$ cat src/rtl/watch_time_counter.sv
// watch_time_counter: MM:SS BCD timekeeper with preset load and a one-second prescaler
// Ports: clk, rst (async, active high); load latches set_d0..set_d3 (out-of-range digits load as 0);
// run enables counting; d0..d3 = MM:SS digits; sec_tick pulses on each advance; wrap pulses on 59:59->00:00.
module watch_time_counter #(
  parameter int TICK_DIV = 100_000_000
) (
  input  logic       clk,
  input  logic       rst,
  input  logic       load,
  input  logic       run,
  input  logic [3:0] set_d0,
  input  logic [3:0] set_d1,
  input  logic [3:0] set_d2,
  input  logic [3:0] set_d3,
  output logic [3:0] d0,
  output logic [3:0] d1,
  output logic [3:0] d2,
  output logic [3:0] d3,
  output logic       sec_tick,
  output logic       wrap
);
  localparam int PW = $clog2(TICK_DIV);
  localparam logic [PW-1:0] TERM = PW'(TICK_DIV - 1);
  logic [PW-1:0] pre;
  logic          tc, c3, c2, c1, c0;
  logic [3:0]    s0, s1, s2, s3, n0, n1, n2, n3;
  always_comb begin
    s0 = set_d0 > 4'd5 ? 4'd0 : set_d0;
    s1 = set_d1 > 4'd9 ? 4'd0 : set_d1;
    s2 = set_d2 > 4'd5 ? 4'd0 : set_d2;
    s3 = set_d3 > 4'd9 ? 4'd0 : set_d3;
    tc = pre == TERM;
    c3 = d3 == 4'd9;
    c2 = c3 && d2 == 4'd5;
    c1 = c2 && d1 == 4'd9;
    c0 = c1 && d0 == 4'd5;
    n3 = c3 ? 4'd0 : d3 + 4'd1;
    n2 = c3 ? (c2 ? 4'd0 : d2 + 4'd1) : d2;
    n1 = c2 ? (c1 ? 4'd0 : d1 + 4'd1) : d1;
    n0 = c1 ? (c0 ? 4'd0 : d0 + 4'd1) : d0;
  end
  always_ff @(posedge clk or posedge rst) begin
    if (rst) begin
      {d0, d1, d2, d3} <= '0;
      pre              <= '0;
      sec_tick         <= 1'b0;
      wrap             <= 1'b0;
    end else if (load) begin
      {d0, d1, d2, d3} <= {s0, s1, s2, s3};
      pre              <= '0;
      sec_tick         <= 1'b0;
      wrap             <= 1'b0;
    end else if (run) begin
      pre      <= tc ? '0 : pre + PW'(1);
      sec_tick <= tc;
      wrap     <= tc && c0;
      if (tc) {d0, d1, d2, d3} <= {n0, n1, n2, n3};
    end else begin
      sec_tick <= 1'b0;
      wrap     <= 1'b0;
    end
  end
endmodule

$ cat config.mk
export PLATFORM = sky130hd
export DESIGN_NAME = watch_time_counter
export DESIGN_NICKNAME = d
export VERILOG_FILES = /design/src/rtl/watch_time_counter.sv
export SDC_FILE = /design/constraint.sdc
export NUM_CORES = 1
export LEC_CHECK = 0
export BUFFER_PORTS_ARGS = -buffer_cell sky130_fd_sc_hd__buf_2
export CAP_MARGIN = 20
export CELL_PAD_IN_SITES_DETAIL_PLACEMENT = 1
export CELL_PAD_IN_SITES_GLOBAL_PLACEMENT = 1
export CORE_ASPECT_RATIO = 0.9
export CORE_MARGIN = 2
export CORE_UTILIZATION = 44
export DETAILED_ROUTE_END_ITERATION = 8
export PLACE_DENSITY = 0.89
export SYNTH_ARGS = -nofsm -noshare
export SYNTH_HDL_FRONTEND = slang
export SYNTH_SLANG_ARGS = --single-unit
$ cat constraint.sdc
create_clock -name clk -period 3.1 [get_ports clk]
set_input_delay 0.775 -clock clk [delete_from_list [all_inputs] [get_ports clk]]
set_output_delay 0.775 -clock clk [all_outputs]
set_load 0.1 [all_outputs]
=== Yosys cells after proc, flatten, opt, wreduce, memory -nomap -nowiden ===
Index checks and enable logic that the tools add are counted.

* Register bits after elaboration: 45
* Latch bits: 0
* Memory bits (writable): 0
* Memory bits (read-only): 0
* Input bits: 20
* Output and inout port bits: 18
* Logic and storage cells: 64
* Memories kept: 0

* Add/subtract/negate cells: 5
* Multipliers: 0
* Div/mod/pow operators: 0
* $lt $le $gt $ge: 4
* Equal/unequal tests: 5
* Shift operators: 0
* Muxes and demuxes: 30
* Bitwise operators: 0
* Reduce and logical (&&, ||, !) cells: 13

{| class="wikitable"
|+ Operators with widths
! operator !! count
|-
| 4-bit 2-to-1 mux || 23
|-
| 27-bit 2-to-1 mux || 3
|-
| 27-bit by 1-bit adder with 27-bit output (second input constant) || 1
|-
| 27-bit equality test (second input constant) || 1
|-
| 4-bit by 1-bit adder with 4-bit output (second input constant) || 4
|-
| 2-bit nonzero test || 5
|-
| 3-bit AND reduction || 3
|-
| 4-bit by 3-bit equality test with 1-bit output (second input constant) || 2
|-
| 4-bit equality test (second input constant) || 2
|-
| 4-bit by 3-bit greater-than comparator with 1-bit output (second input constant) || 2
|-
| 4-bit greater-than comparator (second input constant) || 2
|-
| 1-bit logical AND || 4
|-
| 1-bit 2-to-1 mux || 4
|-
| 2-bit AND reduction || 1
|}

=== Logic depth before layout (Yosys ltp) ===
* Word-level depth: 9
* Mapped depth: 7
* Depth with buffers taken out: 7

=== Worst setup path after synthesis ===
No wires, ideal clock.

* Path kind: register to register
* From: register d3[3]
* To: register d0[0]
* Setup time: 0.126 ns
* Arrival time: 2.612 ns
* Required time: 2.974 ns
* Slack: 0.362 ns
* Stages on the path, launching flop included: 6
* Buffers on the path: 0
* Period minus slack after synthesis: 2.738 ns
* Path through: dfrtp_1 nor4bb_1 nand2_1 o41ai_1 o21ai_0 mux2_2

* Word-level cells in the longest chain between the ends: 9
* Elaborated cells between the ends (all ways): 11
* Classes of those cells: 1 x eq/ne; 5 x mux; 5 x reduce/logical

{| class="wikitable"
|+ RTL lines
! item !! line !! source
|-
| start, declared || 18 || <nowiki>output logic [3:0] d3,</nowiki>
|-
| start signal, assigned || 49 || <nowiki>{d0, d1, d2, d3} <= {s0, s1, s2, s3};</nowiki>
|-
| start signal, assigned || 57 || <nowiki>if (tc) {d0, d1, d2, d3} <= {n0, n1, n2, n3};</nowiki>
|-
| 4-bit equality test (*) || 33 || <nowiki>c3 = d3 == 4'd9;</nowiki>
|-
| 1-bit logical AND (*) || 34 || <nowiki>c2 = c3 && d2 == 4'd5;</nowiki>
|-
| 1-bit logical AND (*) || 35 || <nowiki>c1 = c2 && d1 == 4'd9;</nowiki>
|-
| 1-bit logical AND || 36 || <nowiki>c0 = c1 && d0 == 4'd5;</nowiki>
|-
| 4-bit 2-to-1 mux (2 in series) || 40 || <nowiki>n0 = c1 ? (c0 ? 4'd0 : d0 + 4'd1) : d0;</nowiki>
|-
| 4-bit 2-to-1 mux || 57 ||
|-
| 4-bit 2-to-1 mux || 53 || <nowiki>end else if (run) begin</nowiki>
|-
| 4-bit 2-to-1 mux || 48 || <nowiki>end else if (load) begin</nowiki>
|-
| end signal, assigned || 49 ||
|-
| end signal, assigned || 57 ||
|-
| end, declared || 15 || <nowiki>output logic [3:0] d0,</nowiki>
|}

Every way passes the cells marked *; elsewhere a longest branch is shown, timed or not. The select of a mux whose other input is x is not followed.
A chain may end at the register's enable or synchronous reset.

=== Final worst setup path ===
* From: register pre[11]
* To: register d2[3]

* Word-level cells in the longest chain between the ends: 3

{| class="wikitable"
|+ RTL lines
! item !! line !! source
|-
| start, declared || 24 || <nowiki>logic [PW-1:0] pre;</nowiki>
|-
| start signal, assigned || 54 || <nowiki>pre <= tc ? '0 : pre + PW'(1);</nowiki>
|-
| 27-bit equality test || 32 || <nowiki>tc = pre == TERM;</nowiki>
|-
| 2-bit nonzero test (no line) || n/a ||
|-
| 3-bit AND reduction (no line) || n/a ||
|-
| end signal, assigned || 49 ||
|-
| end signal, assigned || 57 ||
|-
| end, declared || 17 || <nowiki>output logic [3:0] d2,</nowiki>
|}

No other way between the ends.

==> reports/metrics.yaml <==
timing:
  fin_crit_ps: 2690
  final.setup_skew_ps: 12.0
  finalHoldViolCount: 0
  clock.fmax_ghz: 0.371
  holdWs_ps: 518
  maxSlewHeadroom_pct: 58.1
  worst_pin_slew_ps: 624
  maxSlewViolCount: 0
  fin_crit_sh_pct: 86.9
  setup_tns_ps: 0
  rsz0062_at_grt: "false"
  setup_viol: 0
critical_path:
  r2r_setup_slack_ps: 410
  worstReg2RegStart: "pre[11]"
  setup.worst_path.end: "d2[3]"
  start_kind: "flop"
  crit_type: "flop to flop"
  startpoint: "pre[11]"
  cp.required_ps: 3280
  critPathMaxFanout: 5
  cp-end-kind: "flop"
  reg2regPathDepth: 5
  cp.arrival_ps: 2870
  r2r-end: "d2[3]"
synth:
  synth.avg_cell_area_sq_um: 9.24
  synth-seq-cells: 45
  synth_top_area_cell: "dfrtp_1"
  ys_seq_area_share_pct: 42.0
  synthMostInstantiatedCell: "dfrtp_1"
  synth-edff-count: 0
  yosysTopAreaCellShare_pct: 42.0
  synthXorXnorAreaFrac_pct: 7.85
  ys_top_cells_by_area: "dfrtp_1 42%, xor2_1 5.9%, nor2_1 5.2%"
  synthArstFlopShare_pct: 100
  synth_area_sq_um: 2680
  synth-compound-area-share_pct: 10.3
  synthAdderAreaFrac_pct: 3.27
  synth_ff_type: "dfrtp_1"
  synth_common_cells: "45 x dfrtp_1, 37 x nor2_1, 26 x nand2_1, 18 x xor2_1, 15 x nand4_1"
  netlist_instances: 290
  synth_cell_type_count: 56
  syn_nets: 317
  synth_warnings: 0
  synth_top_family_by_area: "simple AND/OR/NAND/NOR gates"
  synthMuxAreaShare_pct: 3.04
  synthSimpleGateAreaFrac_pct: 30.0
clock_network:
  cts_setup_buffers: 0
  clk_latency_ps: 300
  cts-root-buf: "clkbuf_8"
  ctsResizeCount: 0
  clk_transition_reported_paths_ps: 90
  cts_sinks: 45
  tritoncts: "built"
  clockBufferDepth: 2
  cts-hold-fix-buffers: 0
  cts_buffers: 5
  htree_num_levels: 2
placement:
  portBuffers: 37
  gp_congestion: 0.812
  dp.cells: 396
  placed_area_sq_um: 2970
  hpwl_um: 5260
pwr:
  p_int_mw: 0.855
  power_mw: 1.31
  p_leak_nw: 1.35
  power_frac_seq_pct: 49.0
  vdd_drop_max_v: 0.000220
  pwr-share-comb_pct: 23.1
  clock_power_share_pct: 27.9
  switchingPower_mw: 0.458
  p_per_area_nw_per_um2: 430
  swShare_pct: 34.9
global_route:
  grt-ovfl-total: 0
  antenna_found_initial: 0
  grt_first_pass_wirelength_um: 11900
  track_usage_pct: 22.1
  grt_max_degree: 46
  grt_pass1_vias: 2448
floorplanning:
  ios: 38
  rows: 26
  start_util_pct: 46.3
  dieArea_sq_um: 6730
  coreArea_sq_um: 5790
  die_y_um: 78.0
  die_w_um: 86.2
finish:
  design_area_sq_um: 3050
  n_antenna_cell: 0
  area_growth_pct: 14.0
  drive_above_1_share_pct: 17.7
  fin_cells: 403
  fin_nets: 360
flow_run:
  cap_violations: 0
drt:
  ant_nets: 0
  drtPass1Iterations: 4
  drc: 0
  vias_per_cell: 5.99
  finalWirelength_um: 7020
  vias: 2414
  first_iter_violations: 104
  wl_per_cell_um: 17.4
outcome:
  status: "finished, final reports clean"
hold_path:
  min_path_type: "flop to flop"
## cell type report
| type | instances | area (sq um) |
|---|---|---|
| Sequential cell | 45 | 1130 |
| Clock buffer | 7 | 86.3 |
| Multi-Input combinational cell | 223 | 1460 |
| Fill cell | 710 | 2740 |
| Inverter | 13 | 48.8 |
| Timing Repair Buffer | 45 | 245 |
| Tap cell | 70 | 87.6 |
## worst min path at each step
stage          slack (ps)   start  depth (start not counted)  endpoint
3_5_place_dp          510   d0[3]                          1      wrap
3_3_place_gp          490   d0[3]                          1      wrap
2_1_floorplan         500  pre[1]                          2    pre[1]
5_1_grt               560   d0[3]                          1      wrap
4_1_cts               520   d0[3]                          1      wrap
6_report              520   d0[3]                          1      wrap
## critical path, stage by stage (launching register included)
cell	delay (ps)
dfrtp_1	440
or4b_1	560
or4_1	660
nor3_1	570
nand4_1	210
mux2i_1	150
## flip-flops by register name (all words and copies together), names as in the netlist
name      cells
pre          27
d0            4
d1            4
d2            4
d3            4
sec_tick      1
wrap          1
## power groups by stage
stage | combinational [mW] | clock, mW | sequential, mW
5_1_grt | 0.324 | 0.395 | 0.648
2_1_floorplan | 0.0891 | 0 | 0.794
6_report | 0.304 | 0.367 | 0.643
3_3_place_gp | 0.298 | 0 | 0.652
3_5_place_dp | 0.306 | 0 | 0.655
4_1_cts | 0.307 | 0.377 | 0.643
## cell families (layout without fill, tap and decap cells)
logic type,after synthesis,after routing
AOI/OAI and AO/OA,38,38
xor gates and xnor gates,24,24
adders and majority gates,7,7
buffers and inverters,22,65
DFF,45,45
muxes,8,8
and+or+nand+nor,146,146
## metrics by stage
stage / setup WS [ps] / utilization (%)
3_5_place_dp: 437 / 51.3
4_1_cts: 402 / 52.7
3_3_place_gp: 498 / 51.3
2_1_floorplan: 362 / -
6_report: 406 / 52.7
5_1_grt: 303 / 52.7
## layout by cell type (no fill, tap or decap), types with 2 or more instances in the layout
cell type and count:
nand4_1 15, o21ai_0 11, o31ai_1 2, o211ai_1 2
inv_1 12, and4_1 3, nor4_1 6, xor2_1 18
nand2b_1 3, buf_2 37, and3_1 5, o32ai_1 2
nor4b_1 3, nand2_1 26, or4_1 4, or2_2 2
xnor2_1 6, buf_4 8, dfrtp_1 45, o21a_1 2
clkbuf_8 6, nand3b_1 8, nand3_1 9, nor3_1 9
mux2i_1 7, nor4bb_1 2, nor2_1 37, a31oi_1 2
ha_1 7, nor2b_1 6
## layer usage
layer	wire length, um	GRT usage, %	up-vias	part of all wire [%]
met5	0	0	-	0
li1	-	-	1139	-
met2	3450	37.0	42	49
met3	199	3.58	2	2.8
met4	22	4.06	0	0.31
met1	3350	30.8	1231	48
Power figures use the tool's default switching activity.
